<file path="config.mk">
export PLATFORM = sky130hd
export DESIGN_NAME = fdiv_arbiter
export DESIGN_NICKNAME = d
export VERILOG_FILES = /design/src/rtl/fdiv_arbiter.sv
export SDC_FILE = /design/constraint.sdc
export NUM_CORES = 1
export LEC_CHECK = 0
export ABC_AREA = 1
export CAP_MARGIN = 10
export CORE_MARGIN = 2
export CORE_UTILIZATION = 36
export DETAILED_ROUTE_END_ITERATION = 16
export PLACE_DENSITY = 0.87
export REMOVE_ABC_BUFFERS = 1
export SETUP_SLACK_MARGIN = 0.02
export SLEW_MARGIN = 10
export SYNTH_ARGS = -nofsm -noshare
export SYNTH_HDL_FRONTEND = slang
export SYNTH_SLANG_ARGS = --single-unit
</file>
<file path="constraint.sdc">
create_clock -name clk -period 1.22 [get_ports clk]
set_input_delay 0.122 -clock clk [delete_from_list [all_inputs] [get_ports clk]]
set_output_delay 0.122 -clock clk [all_outputs]
set_load 0.03 [all_outputs]
</file>
<file path="src/rtl/fdiv_arbiter.sv">
// Round-robin front end sharing one pipelined fdiv among N_REQ requesters.
// Resolves zero/inf/NaN operands locally and returns results in issue order.
module fdiv_arbiter #(
  parameter int N_REQ   = 2,
  parameter int LATENCY = 2
) (
  input  logic                 clk,
  input  logic                 rstn,
  input  logic [N_REQ-1:0]     req_valid,
  output logic [N_REQ-1:0]     req_ready,
  input  logic [32*N_REQ-1:0]  req_x,
  input  logic [32*N_REQ-1:0]  req_y,
  output logic [N_REQ-1:0]     rsp_valid,
  output logic [31:0]          rsp_data,
  output logic [31:0]          div_x,
  output logic [31:0]          div_y,
  input  logic [31:0]          div_res,
  output logic                 busy
);

  localparam int IDW = (N_REQ > 1) ? $clog2(N_REQ) : 1;
  localparam logic [IDW-1:0] LAST_RST = IDW'(N_REQ - 1);

  // Returns {special, value}; exponent 0 is treated as zero (denormals flushed).
  function automatic logic [32:0] classify(input logic [31:0] x, input logic [31:0] y);
    logic s, xz, yz, xi, yi, nan;
    s   = x[31] ^ y[31];
    xz  = (x[30:23] == 8'h00);
    yz  = (y[30:23] == 8'h00);
    xi  = (x[30:23] == 8'hFF) && (x[22:0] == 23'd0);
    yi  = (y[30:23] == 8'hFF) && (y[22:0] == 23'd0);
    nan = ((x[30:23] == 8'hFF) && (x[22:0] != 23'd0)) ||
          ((y[30:23] == 8'hFF) && (y[22:0] != 23'd0));
    if (nan || (xz && yz) || (xi && yi)) classify = {1'b1, 32'h7FC00000};
    else if (yz || xi)                   classify = {1'b1, s, 8'hFF, 23'd0};
    else if (xz || yi)                   classify = {1'b1, s, 31'd0};
    else                                 classify = {1'b0, 32'd0};
  endfunction

  logic [IDW-1:0]   last_q;
  logic [31:0]      x_q, y_q;
  logic             vld_q [LATENCY];
  logic [IDW-1:0]   id_q  [LATENCY];
  logic [N_REQ-1:0] rsp_valid_q, rsp_valid_d;
  logic [31:0]      rsp_data_q, rsp_data_d;

  logic [N_REQ-1:0] gnt;
  logic [IDW-1:0]   gnt_id;
  logic [31:0]      x_sel, y_sel;
  logic             xfer;
  logic             spc_c, spc_last;
  logic [31:0]      sval_c, sval_last;
  logic             busy_c;

  // Stage 0: round-robin grant, search starting just after the last grant
  always_comb begin
    gnt    = '0;
    gnt_id = '0;
    x_sel  = '0;
    y_sel  = '0;
    xfer   = 1'b0;
    for (int off = 1; off <= N_REQ; off++) begin
      for (int i = 0; i < N_REQ; i++) begin
        if (!xfer && rstn && req_valid[i] && (i == (int'(last_q) + off) % N_REQ)) begin
          xfer   = 1'b1;
          gnt[i] = 1'b1;
          gnt_id = IDW'(i);
          x_sel  = req_x[32*i +: 32];
          y_sel  = req_y[32*i +: 32];
        end
      end
    end
  end

  assign req_ready = gnt;
  assign {spc_c, sval_c} = classify(x_q, y_q);

  // Stage 1..LATENCY: special-case result travels with the tag
  generate
    if (LATENCY == 1) begin : g_lat1
      assign spc_last  = spc_c;
      assign sval_last = sval_c;
    end else begin : g_latn
      logic        spc_q  [1:LATENCY-1];
      logic [31:0] sval_q [1:LATENCY-1];
      always_ff @(posedge clk) begin
        spc_q[1]  <= spc_c;
        sval_q[1] <= sval_c;
        for (int k = 2; k < LATENCY; k++) begin
          spc_q[k]  <= spc_q[k-1];
          sval_q[k] <= sval_q[k-1];
        end
      end
      assign spc_last  = spc_q[LATENCY-1];
      assign sval_last = sval_q[LATENCY-1];
    end
  endgenerate

  // Output stage: one-hot response and result selection
  always_comb begin
    rsp_valid_d = '0;
    rsp_data_d  = rsp_data_q;
    if (vld_q[LATENCY-1]) begin
      for (int i = 0; i < N_REQ; i++)
        rsp_valid_d[i] = (id_q[LATENCY-1] == IDW'(i));
      rsp_data_d = spc_last ? sval_last : div_res;
    end
  end

  always_ff @(posedge clk or negedge rstn) begin
    if (!rstn) begin
      last_q      <= LAST_RST;
      x_q         <= '0;
      y_q         <= '0;
      rsp_valid_q <= '0;
      rsp_data_q  <= '0;
      for (int k = 0; k < LATENCY; k++) begin
        vld_q[k] <= 1'b0;
        id_q[k]  <= '0;
      end
    end else begin
      if (xfer) begin
        last_q <= gnt_id;
        x_q    <= x_sel;
        y_q    <= y_sel;
      end
      vld_q[0] <= xfer;
      id_q[0]  <= gnt_id;
      for (int k = 1; k < LATENCY; k++) begin
        vld_q[k] <= vld_q[k-1];
        id_q[k]  <= id_q[k-1];
      end
      rsp_valid_q <= rsp_valid_d;
      rsp_data_q  <= rsp_data_d;
    end
  end

  always_comb begin
    busy_c = |rsp_valid_q;
    for (int k = 0; k < LATENCY; k++)
      busy_c = busy_c | vld_q[k];
  end

  assign div_x     = x_q;
  assign div_y     = y_q;
  assign rsp_valid = rsp_valid_q;
  assign rsp_data  = rsp_data_q;
  assign busy      = busy_c;

endmodule
</file>
==> flow_summary.yaml, run 1 <==
outcome:
  status: "complete, but fails checks"
  violations: "negative setup slack"
route:
  ant_nets: 0
  via_per_inst: 5.11
  routedWlPerCell_um: 19.1
  vias: 5196
  drc_errors: 0
  firstDrtPassIters: 4
  drtIter0Drc: 237
  drt-total-wl_mm: 19.4
place:
  dpl_worst_slack_ns: -0.552
  gp_congestion: 0.801
  dp_hpwl_mm: 12.9
  placed_area_um2: 8310
  port_buffers: 264
synthesis:
  yosys.cell_types.count: 23
  ys_ff_latch: 107
  synth_area_um2: 5000
  synthCells: 497
  ys.warnings.count: 0
  syn_avg_cell_area_um2: 10.1
  yosysSeqAreaShare: 0.532
timing:
  min_period_ns: 1.52
  hold_viol_final: 0
  fin_crit_sh: 1.25
  setup_slack_ns: -0.301
  fmax_mhz: 658
  final_max_slew_viol_count: 0
  setup-violations-final: 71
  clock_skew_ns: 0.0112
  tightest_slew_ns: 0.764
  rsz0062_at_grt: "yes"
  maxSlewHeadroom: 0.491
die:
  die_height_um: 122
  core_um2: 13700
  die_w_um: 122
  io_pins: 265
  rows: 43
  dieArea_um2: 14800
  start_util: 0.364
clocking:
  cts_buffers: 9
  clk_path_buf_depth: 2
  cts_tree: "built"
  clk_latency_ns: 0.35
  cts_max_level: 3
  cts_num_sinks: 107
  path_clk_slew_ns: 0.08
  cts_root_buf: "clkbuf_16"
finish:
  final_common_cell: "nor2_1"
  n_antenna_cell: 0
  final_cell_mix: "168 x nor2_1, 162 x clkdlybuf4s50_1, 105 x buf_4"
  syn2layout_area_growth_pct: 87.2
  stdcell_area_um2: 9360
  nNetsFinal: 996
  final_layout_size_suffix_gt1_frac: 0.352
global_route:
  grt_pass1_wl_mm: 27.9
  grt_usage: 0.248
  grt-ovfl-total: 0
  grt_pass1_vias: 5396
  grt_start_max_net_pins: 58
  antenna_found_initial: 0
setup_path:
  cp-end-kind: "output pin"
  crit_chain: "nand2_2 -> nand2_4 -> buf_6 -> inv_2 -> buf_6"
  critPathArrivalTime_ns: 1.40
  critPathKind: "flip-flop to output pin"
  critPathLaunchType: "flip-flop"
  rrSetupSlack_ns: -0.27
  cp-startpoint: "last_q"
  worst_r2r_path_depth: 6
  crit_slowest_cell: "dfstp_2"
  slowest_delay_ns: 0.59
  timing.rr.end: "div_y[28]"
  rr_startpoint: "last_q"
  path_common_cell: "buf_6"
  crit_end: "req_ready[1]"
  required_ns: 1.10
  crit_fanout: 3
worst_hold_path:
  hp-class: "input port to asynchronous set/reset pin"
power_and_ir_drop:
  netSwitchingFraction: 0.340
  p_sw_w: 0.00415
  p_leak_nw: 4.15
  ir_drop_uv: 924
  power.density_nw_per_um2: 1300
  p_comb_frac: 0.377
  seqPwrFrac: 0.355
  p_int_w: 0.00805
  clkPwrFrac: 0.267
run:
  maxCapViolations: 0
==> layout make-up <==
cell class | instances | area (µm²)
Timing Repair Buffer | 357 | 3620
Clock buffer | 9 | 225
Inverter | 13 | 56.3
Sequential cell | 107 | 2660
Fill cell | 989 | 4360
Tap cell | 180 | 225
Multi-Input combinational cell | 344 | 2470
Clock inverter | 7 | 108
==> timing repair <==
action                                  in CTS  in global routing
hold buffers                                 0                  0
cloned                                       4                  5
endpoints found under the setup margin     113                126
pin swaps                                    3                  8
resized for setup                          176                 67
setup buffers                                5                  7
hold endpoints to repair                     0                  0
==> per-stage QoR <==
stage          TNS (ns)   util  hold WS (ns)  instances  total power [W]
2_1_floorplan   -246.55      -        -0.174        464          0.00622
3_3_place_gp     -29.25  0.606         0.334        986          0.00853
3_5_place_dp     -31.46  0.606         0.350        986          0.00863
4_1_cts          -15.96  0.656        0.0345       1011           0.0120
5_1_grt          -20.85  0.682        0.0852       1017           0.0127
6_report         -15.54  0.682        0.0152       1017           0.0122
==> worst min-delay path by stage <==
stage	startpoint	end	slack, ns
4_1_cts	rstn	div_x[8]	0.03
3_5_place_dp	id_q[1]	id_q[0]	0.35
6_report	rstn	div_x[8]	0.02
5_1_grt	rstn	div_x[17]	0.09
2_1_floorplan	rstn	div_x[0]	-0.17
3_3_place_gp	id_q[1]	id_q[0]	0.33
==> cells in the mapped netlist, drive strengths merged <==
cell / number / area (µm²)
nor2: 176 / 668
dfrtp: 102 / 2550
a221oi: 62 / 856
nand2: 57 / 216
buf: 26 / 180
a22o: 22 / 193
nand3: 16 / 80.1
inv: 13 / 48.8
clkbuf: 7 / 26.3
dfxtp: 4 / 80.1
nand4: 3 / 18.8
a31oi: 2 / 12.5
nor3: 2 / 10.0
o211ai: 2 / 15.0
dfstp: 1 / 26.3
nand3b: 1 / 7.51
xor2: 1 / 8.76
==> power by group through the flow <==
stage / sequential [W] / clock (W) / combinational [W]
after floorplan: 0.00531 / 0 / 0.000913
after global routing: 0.00439 / 0.00348 / 0.00488
after global placement: 0.00436 / 0 / 0.00417
after CTS: 0.00432 / 0.00332 / 0.00437
after detailed placement: 0.00438 / 0 / 0.00425
final: 0.00434 / 0.00326 / 0.00460
==> registers in the layout, summed over array words and instances, names as in the netlist <==
name and flops:
g_latn.sval_q 3, rsp_valid 2, vld_q 2, id_q 2, last_q 1, div_x 32, div_y 32, rsp_data 32
g_latn.spc_q 1
==> metal layers <==
layer / track usage / routed length [µm] / vias to the layer above
met5: 0 / 0 / -
met4: 0.0941 / 473 / 0
met3: 0.0693 / 1600 / 35
met2: 0.450 / 10200 / 248
met1: 0.274 / 7150 / 2509
li1: - / - / 2404
==> cell families after synthesis <==
group	count (synthesis)	share of synthesized area
and+or+nand+nor	255	0.200
AOI/OAI and AO/OA	88	0.215
xor gates and xnor gates	1	0.00175
DFF	107	0.532
buffers and inverters	46	0.0511
==> critical path: cells and delay by family (launching register included) <==
kind	cells	cell delay, ns
DFF	1	0.59
and+or+nand+nor	2	0.20
buffers and inverters	3	0.25
Power figures use the tool's default switching activity.
==> run 2: changes to the inputs <==
--- a/config.mk
+++ b/config.mk
@@ -8,9 +8,10 @@
 export ABC_AREA = 1
 export CAP_MARGIN = 10
 export CORE_MARGIN = 2
-export CORE_UTILIZATION = 36
+export CORE_UTILIZATION = 50
 export DETAILED_ROUTE_END_ITERATION = 16
-export PLACE_DENSITY = 0.87
+export DONT_BUFFER_PORTS = 1
+export PLACE_DENSITY = 0.78
 export REMOVE_ABC_BUFFERS = 1
 export SETUP_SLACK_MARGIN = 0.02
 export SLEW_MARGIN = 10
==> flow_summary.yaml, run 2 <==
synthesis:
  synthFlopType: "dfrtp_1"
  synthArstFlopShare: 0.963
  synthTopCellsByArea: "dfrtp_1 51%, a221oi_2 15%, nor2_1 13%, nand2_1 4.2%, a22o_1 3.9%"
  synth_area_um2: 5000
  yosys.cell_types.count: 23
  synthCells: 497
  ys.warnings.count: 0
  synth.most_common_cell: "nor2_1"
  synth_common_cells: "175 x nor2_1, 102 x dfrtp_1, 56 x nand2_1"
  ys_ff_latch: 107
  synth-edff-count: 0
  yosysSeqAreaShare: 0.532
  syn_avg_cell_area_um2: 10.1
  yosysTopAreaCell: "dfrtp_1"
  yosysTopAreaCellShare: 0.511
die:
  die_height_um: 104
  rows: 36
  die_w_um: 104
  start_util: 0.514
  io_pins: 265
place:
  port_buffers: 0
  dp_hpwl_mm: 10.5
  gp_congestion: 0.796
clocking:
  postCtsHoldBufs: 145
  post_cts_buffers: 8
  cts_buffers: 9
  cts_num_sinks: 107
  clk_path_buf_depth: 2
  cts_root_buf: "clkbuf_8"
  cts_max_level: 3
  cts_resized: 31
outcome:
  status: "did not finish"
  error: "[ERROR RSZ-0060] Max buffer count reached."
  haltStage: "clock tree synthesis"
[run 2: per-stage QoR]
| stage | worst slack [ns] | instances | util | cell area (µm²) |
|---|---|---|---|---|
| after floorplan | -3.64 | 464 | - | 4790 |
| after global placement | -0.187 | 690 | 0.595 | 5790 |
| after detailed placement | -0.291 | 690 | 0.595 | 5790 |
[run 2: cell families after synthesis]
logic type | share of synthesized area
AOI/OAI and AO/OA | 0.215
xor gates and xnor gates | 0.00175
buffers and inverters | 0.0511
DFF | 0.532
and+or+nand+nor | 0.200
==> run 3: changes to the inputs <==
--- a/config.mk
+++ b/config.mk
@@ -8,12 +8,11 @@
 export ABC_AREA = 1
 export CAP_MARGIN = 10
 export CORE_MARGIN = 2
-export CORE_UTILIZATION = 50
+export CORE_UTILIZATION = 35
 export DETAILED_ROUTE_END_ITERATION = 16
 export DONT_BUFFER_PORTS = 1
-export PLACE_DENSITY = 0.78
+export PLACE_DENSITY_LB_ADDON = 0.15
 export REMOVE_ABC_BUFFERS = 1
-export SETUP_SLACK_MARGIN = 0.02
 export SLEW_MARGIN = 10
 export SYNTH_ARGS = -nofsm -noshare
 export SYNTH_HDL_FRONTEND = slang
==> constraint.sdc (replaced) <==
create_clock -name clk -period 1.6 [get_ports clk]
set_input_delay 0.16 -clock clk [delete_from_list [all_inputs] [get_ports clk]]
set_output_delay 0.16 -clock clk [all_outputs]
set_load 0.03 [all_outputs]
==> flow_summary.yaml, run 3 <==
synthesis:
  synthFlopType: "dfrtp_1"
  synthCells: 497
  yosysSeqAreaShare: 0.532
  synthTopCellsByArea: "dfrtp_1 51%, a221oi_2 15%, nor2_1 13%, nand2_1 4.2%, a22o_1 3.9%"
  synth_common_cells: "175 x nor2_1, 102 x dfrtp_1, 56 x nand2_1"
  synth_area_um2: 5000
  yosysTopAreaCellShare: 0.511
  yosysTopAreaCell: "dfrtp_1"
  synth-edff-count: 0
  synth.most_common_cell: "nor2_1"
  yosys.cell_types.count: 23
  ys_ff_latch: 107
  syn_avg_cell_area_um2: 10.1
  ys.warnings.count: 0
  synthArstFlopShare: 0.963
die:
  die_w_um: 124
  start_util: 0.359
  io_pins: 265
  rows: 43
  die_height_um: 124
place:
  port_buffers: 0
  gp_congestion: 0.764
  dp_hpwl_mm: 10.4
clocking:
  clk_path_buf_depth: 2
  cts_buffers: 9
  cts_num_sinks: 107
  post_cts_buffers: 2
  cts_resized: 0
  cts_root_buf: "clkbuf_16"
  cts_max_level: 3
  postCtsHoldBufs: 148
outcome:
  haltStage: "clock tree synthesis"
  error: "[ERROR RSZ-0060] Max buffer count reached."
  status: "did not finish"
==> run 3: kinds of logic after synthesis <==
group / share of synthesized area
compound gates: 0.215
xor+xnor: 0.00175
buf+inv: 0.0511
flops: 0.532
simple gates: 0.200
==> run 3: stage by stage <==
step	hold WS (ns)	TNS [ns]	area, µm²	setup WS [ns]	std cells
floorplan	-0.136	-208.51	4790	-3.26	464
global placement	-0.134	0	5660	0.151	718
detailed placement	-0.133	0	5660	0.115	718
